--- src/rtl/bcd_pkg.sv ---
`default_nettype none
// ============================================================================
// Module   : bcd_pkg
// Brief    : Shared state encodings and BCD digit constants for the
//            sequential BCD-to-binary converter.
// Revision : 1.0 - initial release
// ============================================================================
package bcd_pkg;

    // Converter FSM states; encodings are fixed so they can be observed
    // consistently in waveforms and by neighbouring blocks.
    typedef enum logic [1:0] {
        ST_IDLE  = 2'd0,
        ST_SHIFT = 2'd1,
        ST_FIN   = 2'd2
    } state_t;

    // Width of one BCD digit in bits.
    localparam int unsigned c_DIGIT_W = 4;

    // Largest legal value of a BCD digit.
    localparam logic [3:0] c_DIGIT_MAX = 4'd9;

endpackage : bcd_pkg
`default_nettype wire

--- src/rtl/bcd2bin_seq_sub3.sv ---
`default_nettype none
// ============================================================================
// Module   : sub3
// Brief    : Single-digit correction step for reverse double-dabble.
//            A digit that reads 8 or more after the right shift had a
//            weight-10 carry folded in as 8; subtracting 3 restores the
//            proper weight-5 contribution.
// Revision : 1.0 - initial release
// ============================================================================
module sub3 (
    input  logic [3:0] i_digit,
    output logic [3:0] o_digit
);

    // Conditional 4-bit subtract; no borrow leaves the digit.
    always_comb begin
        o_digit = i_digit;
        if (i_digit >= 4'd8) begin
            o_digit = i_digit - 4'd3;
        end
    end

endmodule : sub3
`default_nettype wire

--- src/rtl/bcd2bin_seq.sv ---
`default_nettype none
// ============================================================================
// Module   : bcd2bin_seq
// Brief    : Sequential BCD-to-binary converter (reverse double-dabble).
//            One bit of the binary result is produced per clock; a
//            start/busy/done handshake keeps one conversion in flight.
//            Inputs containing a non-decimal digit are flagged via err
//            without running the shift loop.
// Revision : 1.0 - initial release
// ============================================================================
module bcd2bin_seq
    import bcd_pkg::*;
#(
    parameter int DIGITS = 3,
    parameter int BIN_W  = 10
) (
    input  logic                          clk,
    input  logic                          rst_n,
    input  logic                          start,
    input  logic [c_DIGIT_W*DIGITS-1:0]   bcd_in,
    output logic                          busy,
    output logic                          done,
    output logic                          err,
    output logic [BIN_W-1:0]              bin_out
);

    localparam int unsigned      c_BCD_W    = c_DIGIT_W * DIGITS;
    localparam int unsigned      c_CNT_W    = $clog2(BIN_W + 1);
    localparam logic [c_CNT_W-1:0] c_CNT_LAST = c_CNT_W'(BIN_W - 1);

    state_t               r_state;
    state_t               w_state_next;
    logic [c_BCD_W-1:0]   r_bcd;
    logic [BIN_W-1:0]     r_bin;
    logic [c_CNT_W-1:0]   r_cnt;
    logic                 r_invalid;
    logic                 r_done;
    logic                 r_err;
    logic [BIN_W-1:0]     r_bin_out;

    logic [c_BCD_W-1:0]   w_bcd_shift;
    logic [c_BCD_W-1:0]   w_bcd_corr;
    logic [BIN_W-1:0]     w_bin_shift;
    logic                 w_in_invalid;
    logic                 w_last_step;

    // Right shift of the combined {bcd, bin} register: the BCD LSB moves
    // into the binary MSB.
    assign w_bcd_shift = r_bcd >> 1;
    assign w_bin_shift = {r_bcd[0], r_bin[BIN_W-1:1]};
    assign w_last_step = (r_cnt == c_CNT_LAST);

    // One corrector per digit; digits are corrected independently.
    for (genvar g = 0; g < DIGITS; g++) begin : g_digit
        sub3 u_sub3 (
            .i_digit (w_bcd_shift[g*c_DIGIT_W +: c_DIGIT_W]),
            .o_digit (w_bcd_corr [g*c_DIGIT_W +: c_DIGIT_W])
        );
    end

    // Flag the incoming operand if any digit lies outside 0..9.
    always_comb begin
        w_in_invalid = 1'b0;
        for (int d = 0; d < DIGITS; d++) begin
            if (bcd_in[d*c_DIGIT_W +: c_DIGIT_W] > c_DIGIT_MAX) begin
                w_in_invalid = 1'b1;
            end
        end
    end

    // FSM state register.
    always_ff @(posedge clk or negedge rst_n) begin
        if (!rst_n) begin
            r_state <= ST_IDLE;
        end else begin
            r_state <= w_state_next;
        end
    end

    // FSM next-state logic; invalid operands skip straight to FIN.
    always_comb begin
        w_state_next = r_state;
        case (r_state)
            ST_IDLE: begin
                if (start) begin
                    w_state_next = w_in_invalid ? ST_FIN : ST_SHIFT;
                end
            end
            ST_SHIFT: begin
                if (w_last_step) begin
                    w_state_next = ST_FIN;
                end
            end
            ST_FIN: begin
                w_state_next = ST_IDLE;
            end
            default: begin
                w_state_next = ST_IDLE;
            end
        endcase
    end

    // Datapath: operand capture, shift/correct steps and result publish.
    always_ff @(posedge clk or negedge rst_n) begin
        if (!rst_n) begin
            r_bcd     <= '0;
            r_bin     <= '0;
            r_cnt     <= '0;
            r_invalid <= 1'b0;
            r_done    <= 1'b0;
            r_err     <= 1'b0;
            r_bin_out <= '0;
        end else begin
            r_done <= 1'b0;
            case (r_state)
                ST_IDLE: begin
                    if (start) begin
                        r_bcd     <= bcd_in;
                        r_bin     <= '0;
                        r_cnt     <= '0;
                        r_invalid <= w_in_invalid;
                    end
                end
                ST_SHIFT: begin
                    r_bcd <= w_bcd_corr;
                    r_bin <= w_bin_shift;
                    r_cnt <= r_cnt + c_CNT_W'(1);
                end
                ST_FIN: begin
                    r_done    <= 1'b1;
                    r_err     <= r_invalid;
                    r_bin_out <= r_invalid ? '0 : r_bin;
                end
                default: begin
                    r_done <= 1'b0;
                end
            endcase
        end
    end

    assign busy    = (r_state != ST_IDLE);
    assign done    = r_done;
    assign err     = r_err;
    assign bin_out = r_bin_out;

endmodule : bcd2bin_seq
`default_nettype wire

--- config.mk ---
export PLATFORM = sky130hd
export DESIGN_NAME = bcd2bin_seq
export DESIGN_NICKNAME = d
export VERILOG_FILES = /design/src/rtl/bcd_pkg.sv /design/src/rtl/bcd2bin_seq_sub3.sv /design/src/rtl/bcd2bin_seq.sv
export SDC_FILE = /design/constraint.sdc
export NUM_CORES = 1
export LEC_CHECK = 0
export BUFFER_PORTS_ARGS = -buffer_cell sky130_fd_sc_hd__buf_2
export CAP_MARGIN = 20
export CORE_UTILIZATION = 41
export DETAILED_ROUTE_END_ITERATION = 10
export HOLD_SLACK_MARGIN = 0.12
export MAX_ROUTING_LAYER = met4
export PLACE_DENSITY = 0.63
export SYNTH_ARGS = -nofsm -noshare
export SYNTH_HDL_FRONTEND = slang
export SYNTH_SLANG_ARGS = --single-unit
--- constraint.sdc ---
create_clock -name clk -period 1.2 [get_ports clk]
set_input_delay 0.18 -clock clk [delete_from_list [all_inputs] [get_ports clk]]
set_output_delay 0.18 -clock clk [all_outputs]
set_load 0.05 [all_outputs]
After elaboration in Yosys (flattened, before gate mapping)
Cells that the tools add are included.

cells by class
  $add $sub $neg = 4
  magnitude comparators = 6
  equality and inequality tests = 5
  multiplexer cells = 18
  reductions and logical operators = 6

operator list
  kind                   number
  $pmux W12 S2           1
  $mux W10               2
  $pmux W10 S2           1
  $mux W4                4
  $gt A4 B4 Y1 const B   3
  $mux W12               1
  $ge A4 B4 Y1 const B   2
  $pmux W4 S2            1
  $sub A4 B2 Y4 const B  2
  $mux W2                3
  $reduce_and A2 Y1      3
  $add A4 B1 Y4 const B  1
  $eq A4 B4 Y1 const B   1
  $ge A3 B4 Y1 const B   1
  $mux W1                4
  $ne A2 B2 Y1 const B   2
  $pmux W2 S2            1
  $reduce_bool A2 Y1     2
  $sub A3 B2 Y4 const B  1
  $eq A2 B1 Y1 const B   1
  $eq A2 B2 Y1 const B   1
  $logic_not A2 Y1       1

word-level totals
  register bits after elaboration = 41
  input bits = 15
  output and inout bits = 13

Depth between registers and ports, before layout
Gate-level depths: netlist of the first run.

  depth in word-level cells = 7
  mapped depth = 5
  depth with buffers taken out = 5

Cells and area by module
Synthesis of the first run repeated with hierarchy kept, for this count alone.

second synthesis, totals
  cells, all modules = 196
  area total of the unflattened synthesis = 2047.0 um^2

by module, submodules not included
  module       times used  cells each  area each (um^2)  seq. area each (um^2)
  bcd2bin_seq  1           163         1818.0            1026.0
  sub3         3           11          76.3              0.0

Least setup slack after synthesis of the first run
Ideal clock, no wire load.

  kind = flip-flop to flip-flop
  from = reg r_bcd[1]
  to = reg r_bcd[1]
  setup time = 129 ps
  arrival time = 1173 ps
  required time = 1071 ps
  path slack = -102 ps
  stages on the path, launching flop included = 6
  clock period less this slack = 1302 ps
  path through = dfrtp_1 -> inv_1 -> ha_1 -> mux2_1 -> o22ai_1 -> a21oi_1

on the way
  cells in the longest elaborated chain, start to end = 3

ends and longest elaborated chain
  element                                        line                                            source
  start: declaration                             bcd2bin_seq.sv:33                               logic [c_BCD_W-1:0] r_bcd;
  start signal: assignment                       bcd2bin_seq.sv:118                              r_bcd <= bcd_in;
  start signal: assignment                       bcd2bin_seq.sv:125                              r_bcd <= w_bcd_corr;
  $sub A4 B2 Y4 or $ge A4 B4 Y1 (tied branches)  bcd2bin_seq_sub3.sv:19, bcd2bin_seq_sub3.sv:18
  $mux W4 (*)                                    bcd2bin_seq_sub3.sv:18                          if (i_digit >= 4'd8) begin
  $pmux W12 S2 (*)                               bcd2bin_seq.sv:115                              case (r_state)

Mark *: on every way between the ends. The rest lies on a longest branch, timed or not.
A chain may end at the register's enable or synchronous reset.

Final worst setup path of the first run
  from = reg r_state[1]
  to = out busy

on the way
  cells in the longest elaborated chain, start to end = 1

ends and longest elaborated chain
  element                   line                source
  start: declaration        bcd2bin_seq.sv:31   state_t r_state;
  start signal: assignment  bcd2bin_seq.sv:76   r_state <= w_state_next;
  $reduce_bool A2 Y1        bcd2bin_seq.sv:141  assign busy = (r_state != ST_IDLE);
  end: declaration          bcd2bin_seq.sv:21   output logic busy,

No other way between the ends.

==> results of run 1 <==
layer usage:
| metal | up-vias | GRT usage, % | share of wire, % |
|---|---|---|---|
| li1 | 779 | - | - |
| met1 | 764 | 22.6 | 48 |
| met2 | 30 | 29.4 | 48 |
| met3 | 5 | 3.85 | 2.8 |
| met4 | 0 | 5.33 | 0.73 |
| met5 | - | - | 0 |
power breakdown:
group	total [mW]	switching, mW	internal [mW]
logic	3.32	1.59	1.74
clock network	1.13	0.503	0.623
registers	2.16	0.403	1.75
stage by stage:
step	total power, mW	TNS [ns]
after floorplan	3.73	-0.0679
after global placement	4.73	-0.446
after detailed placement	4.75	-0.796
after CTS	6.08	-1.87
after global routing	7.03	-2.57
final	6.61	-1.60
kinds of logic after synthesis:
| family | share of synthesized area [%] |
|---|---|
| compound gates | 22.5 |
| xor+xnor | 1.81 |
| fa+ha+maj | 3.87 |
| buf+inv | 4.90 |
| flops | 52.9 |
| mux | 2.77 |
| simple gates | 11.2 |
what timing repair did:
item / 4_1_cts / 5_1_grt
buffers inserted: 3 / 5
gates cloned: 0 / 0
setup endpoints to repair: 26 / 40
endpoints found under the hold margin: 41 / 0
pin swaps: 2 / 8
hold buffers: 1 / 0
gates resized for setup: 12 / 34
cell usage after synthesis (3+ instances only):
| cell type | instances |
|---|---|
| a21oi_1 | 9 |
| a22o_1 | 10 |
| buf_2 | 7 |
| dfrtp_1 | 41 |
| ha_1 | 6 |
| inv_1 | 8 |
| mux2_1 | 3 |
| nand2_1 | 16 |
| nand2b_1 | 13 |
| nor2_1 | 4 |
| nor2b_1 | 4 |
| o21ai_0 | 4 |
| o21ai_1 | 14 |
| o22ai_1 | 14 |
worst max-delay path, delay by kind of cell, from the launching register on:
kind | cells | cell delay, ns
flip-flops | 1 | 0.44
buffers and inverters | 3 | 0.31
AND/OR/NAND/NOR | 1 | 0.10
area by class of cell:
class / instances / share of cell area, %
Timing Repair Buffer: 64 / 18.1
Multi-Input combinational cell: 122 / 35.7
Clock inverter: 3 / 1.71
Sequential cell: 41 / 38.0
Tap cell: 52 / 2.41
Clock buffer: 5 / 2.55
Inverter: 10 / 1.48
registers in the layout, indices dropped and copies added, names as in the netlist:
signal     cells
r_cnt          4
r_invalid      1
r_bcd         12
err            1
done           1
bin_out       10
r_bin         10
r_state        2
final timing paths:
path | start | endpoint | slack [ns] | cells after the start
worst max-delay path | r_state[1] | busy | -0.12 | 4
max in group asynchronous | rst_n | r_state[0] | 0.60 | 3
worst min register to register | bin_out[2] | bin_out[2] | 0.48 | 2
min in group asynchronous | rst_n | done | 0.39 | 3
worst min-delay path | bcd_in[2] | r_bcd[2] | 0.16 | 3
worst max register to register | r_state[1] | r_invalid | -0.10 | 3
==> results.json, run 1 <==
{
  "status": "complete, but fails checks",
  "violations": "setup timing",
  "antenna_found_initial": 0,
  "vias_per_cell": 5.31,
  "skew_ns": 0.00684,
  "whs_ns": 0.163,
  "synth-edff-count": 0,
  "area_delta_synth_final_pct": 39.4,
  "ys_ff_latch": 41,
  "criticalPathCategory": "flip-flop to primary output",
  "arrival_ns": 1.14,
  "synth_warnings": 0,
  "timing.final.crit_share_pct": 110,
  "ys_types": 36,
  "synthFlopType": "dfrtp_1",
  "endpoint_kind": "primary output",
  "final_common_cell": "dfrtp_1",
  "track_usage_pct": 18.0,
  "grt_pass1_wl_mm": 6.80,
  "num_antenna_cells": 0,
  "synth.avg_cell_area_um2": 10.5,
  "final_area_um2": 2700,
  "powerDensity_nw_per_um2": 2440,
  "grt-ovfl-total": 0,
  "drtPass1Iterations": 6,
  "syn_nets": 205,
  "cts_tree": "yes",
  "placed_area_um2": 2330,
  "path_clk_slew_ns": 0.09,
  "cts_buffers": 5,
  "hp-class": "input port to flip-flop",
  "slowest_delay_ns": 0.44,
  "grt_max_degree": 42,
  "hpwl_mm": 2.77,
  "drt-total-wl_mm": 4.22,
  "synthArstFlopShare_pct": 100,
  "peakVddDrop_mv": 1.60,
  "htreeDepth": 2,
  "synth_top_cell_area_share_pct": 52.9,
  "wl_per_cell_um": 14.2,
  "cts-root-buf": "clkbuf_8",
  "required_ns": 1.02,
  "hold_viol_final": 0,
  "fin_crit_ns": 1.32,
  "multiInputGateArea_um2": 966,
  "critPathMostFrequentCell": "buf_6",
  "dp.cells": 280,
  "clk-insertion-delay-late_ns": 0.29,
  "seq_area_frac_synth_pct": 52.9,
  "finalNetCount": 265,
  "yosys-top-cells-area": "dfrtp_1 (53%), a22o_1 (4.5%), o22ai_1 (4.5%), nand2b_1 (4.2%), ha_1 (3.9%)",
  "dieArea_um2": 5010,
  "rsz0062_at_grt": "yes",
  "ant_nets": 0,
  "place.gp.congestion": 0.812,
  "core_um2": 4440,
  "yosysTopAreaCell": "dfrtp_1",
  "grt_pass1_vias": 1486,
  "die_h_um": 70.8,
  "drive_gt1_share_pct": 42.9,
  "regArea_um2": 1030,
  "rows": 24,
  "leakagePower_nw": 1.25,
  "vias": 1578,
  "remaining_drc_errors": 0,
  "crit_fanout": 2,
  "drt_iter0_drc": 42,
  "nFillCells": 398,
  "syn_inst": 184,
  "setup_viol": 26,
  "final_util_pct": 60.8,
  "io_buffers": 27,
  "worstPathCellList": "buf_6 > nor2_4 > inv_2 > buf_6",
  "clockBufferDepth": 2,
  "post-place-ws_ns": -0.105,
  "start_kind": "flip-flop",
  "slowest_stage": "dfrtp_2",
  "io_pins": 28,
  "fmax_mhz": 757,
  "cts_sinks": 41,
  "fp.dieW_um": 70.8,
  "setup_ws_ns": -0.121,
  "drv_cap": 0,
  "final_cells": 297,
  "maxSlewHeadroom_pct": 73.1,
  "initial_core_util_pct": 43.6,
  "syn_area_um2": 1940,
  "tightest_slew_ns": 0.399,
  "final_cell_mix": "dfrtp_1 (39), buf_2 (26), buf_4 (25)",
  "slew_viol_final": 0
}
Power figures use the tool's default switching activity.
==> run 2, diff against run 1 <==
==> constraint.sdc (replaced) <==
create_clock -name clk -period 1.2 [get_ports clk]
set_input_delay 0.18 -clock clk [delete_from_list [all_inputs] [get_ports clk]]
set_output_delay 0.18 -clock clk [all_outputs]
set_load 0.02 [all_outputs]
==> run 2 against run 1 <==
  * The run still ends with setup timing left
  * Core utilization is 0.056 points higher
  * Worst hold slack better by 0.0031 ns
  * Via count down 0.57%
  * Combinational power is 3% lower
  * Sequential share of layout area is essentially flat
  * First-iteration DRC count grew 76%
  * Final cell count rose by 0.67%
  * Flip-flop and latch count unchanged
  * Critical endpoint unchanged
  * Highest routed layer unchanged
==> results.json, run 2 (synthesis results as in run 1) <==
{
  "fmax_mhz": 772,
  "num_antenna_cells": 0,
  "io_pins": 28,
  "drive_gt1_share_pct": 42.1,
  "cts-root-buf": "clkbuf_8",
  "area_delta_synth_final_pct": 39.5,
  "status": "complete, but fails checks",
  "final_common_cell": "dfrtp_1",
  "dieArea_um2": 5010,
  "ant_nets": 0,
  "path_clk_slew_ns": 0.07,
  "place.gp.congestion": 0.776,
  "maxSlewHeadroom_pct": 78.8,
  "vias": 1569,
  "drt_iter0_drc": 74,
  "critPathMostFrequentCell": "buf_6",
  "clockBufferDepth": 2,
  "cts_tree": "yes",
  "slowest_stage": "dfrtp_2",
  "skew_ns": 0.00786,
  "worstPathCellList": "buf_6 > nor2_4 > inv_2 > buf_6",
  "cts_buffers": 5,
  "hp-class": "input port to flip-flop",
  "initial_core_util_pct": 43.6,
  "start_kind": "flip-flop",
  "antenna_found_initial": 0,
  "finalNetCount": 268,
  "grt-ovfl-total": 0,
  "hpwl_mm": 2.79,
  "setup_ws_ns": -0.0962,
  "die_h_um": 70.8,
  "setup_viol": 16,
  "timing.final.crit_share_pct": 108,
  "final_util_pct": 60.9,
  "slowest_delay_ns": 0.42,
  "io_buffers": 27,
  "grt_max_degree": 42,
  "arrival_ns": 1.12,
  "regToRegSetupSlack_ns": -0.07,
  "drt-total-wl_mm": 3.99,
  "remaining_drc_errors": 0,
  "hold_viol_final": 0,
  "grt_pass1_vias": 1465,
  "core_um2": 4440,
  "fp.dieW_um": 70.8,
  "fin_crit_ns": 1.30,
  "largest_register_ffs": 12,
  "clk-insertion-delay-late_ns": 0.29,
  "rows": 24,
  "rsz0062_at_grt": "yes",
  "leakagePower_nw": 1.26,
  "track_usage_pct": 18.2,
  "crit_fanout": 3,
  "endpoint_kind": "primary output",
  "peakVddDrop_mv": 1.36,
  "htreeDepth": 2,
  "criticalPathCategory": "flip-flop to primary output",
  "final_cell_mix": "dfrtp_1 (39), buf_4 (27), buf_2 (26)",
  "top_register": "r_bcd",
  "required_ns": 1.02,
  "drtPass1Iterations": 6,
  "total_power_mw": 6.41,
  "tightest_slew_ns": 0.315,
  "cts_sinks": 41,
  "slew_viol_final": 0,
  "drv_cap": 0,
  "vias_per_cell": 5.25,
  "powerDensity_nw_per_um2": 2370,
  "violations": "setup timing",
  "wl_per_cell_um": 13.4,
  "grt_pass1_wl_mm": 6.88
}
## run 2: cell count changes in the layout (fill, tap and decap cells not counted), sizes merged
cell,previous run,this run
clkinvlp,1,0
buf,63,66
## run 2: cell type report
class	count	area [um2]
fillers	380	1740
clock buffers	5	68.8
repair buffers	67	519
inverters	10	37.5
well taps	52	65.1
flip-flops and latches	41	1030
clock inverters	2	35.0
multi-input cells	122	952
## run 2: what timing repair did
item                                    in CTS  in global routing
resized for setup                           26                 19
pin swaps                                    7                  7
hold buffers                                 1                  0
setup buffers                                7                  3
endpoints found under the setup margin      22                 37
hold endpoints to repair                    41                  0
## run 2: final timing paths
check	start	end	depth (start not counted)
worst max register to register	r_state[1]	r_bcd[7]	5
worst min-delay path	bcd_in[2]	r_bcd[2]	3
worst min register to register	bin_out[7]	bin_out[7]	2
worst max-delay path	r_state[1]	busy	4
max in group asynchronous	rst_n	r_state[0]	3
min in group asynchronous	rst_n	done	3
## run 2: stage by stage
stage / instance area [um2] / cells / hold WS [ns] / setup WS, ns / TNS [ns]
5_1_grt: 2710 / 299 / 0.179 / -0.136 / -1.49
4_1_cts: 2610 / 296 / 0.160 / -0.0943 / -0.565
2_1_floorplan: 1940 / 184 / -0.116 / -0.0679 / -0.0679
3_3_place_gp: 2330 / 281 / 0.173 / -0.0945 / -0.179
6_report: 2710 / 299 / 0.166 / -0.0962 / -0.452
3_5_place_dp: 2330 / 281 / 0.169 / -0.0978 / -0.426
## run 2: where the power goes
| group | internal, mW | switching [mW] | total (mW) |
|---|---|---|---|
| Clock | 0.604 | 0.446 | 1.05 |
| Sequential | 1.76 | 0.392 | 2.15 |
| Combinational | 1.79 | 1.42 | 3.21 |
| Total | 4.15 | 2.26 | 6.41 |
## run 2: routing by layer
layer	share of wire [%]	vias up	global-route usage [%]	routed length, um
met3	3.7	4	3.99	149
met5	0	-	-	0
met1	47	739	23.8	1890
li1	-	789	-	-
met4	0.95	0	5.33	38
met2	48	37	28.5	1910
## run 2: worst max-delay path, delay by kind of cell (launching register included)
| kind | cells | cell delay (ns) |
|---|---|---|
| buffers and inverters | 3 | 0.28 |
| flip-flops | 1 | 0.42 |
| AND/OR/NAND/NOR | 1 | 0.12 |
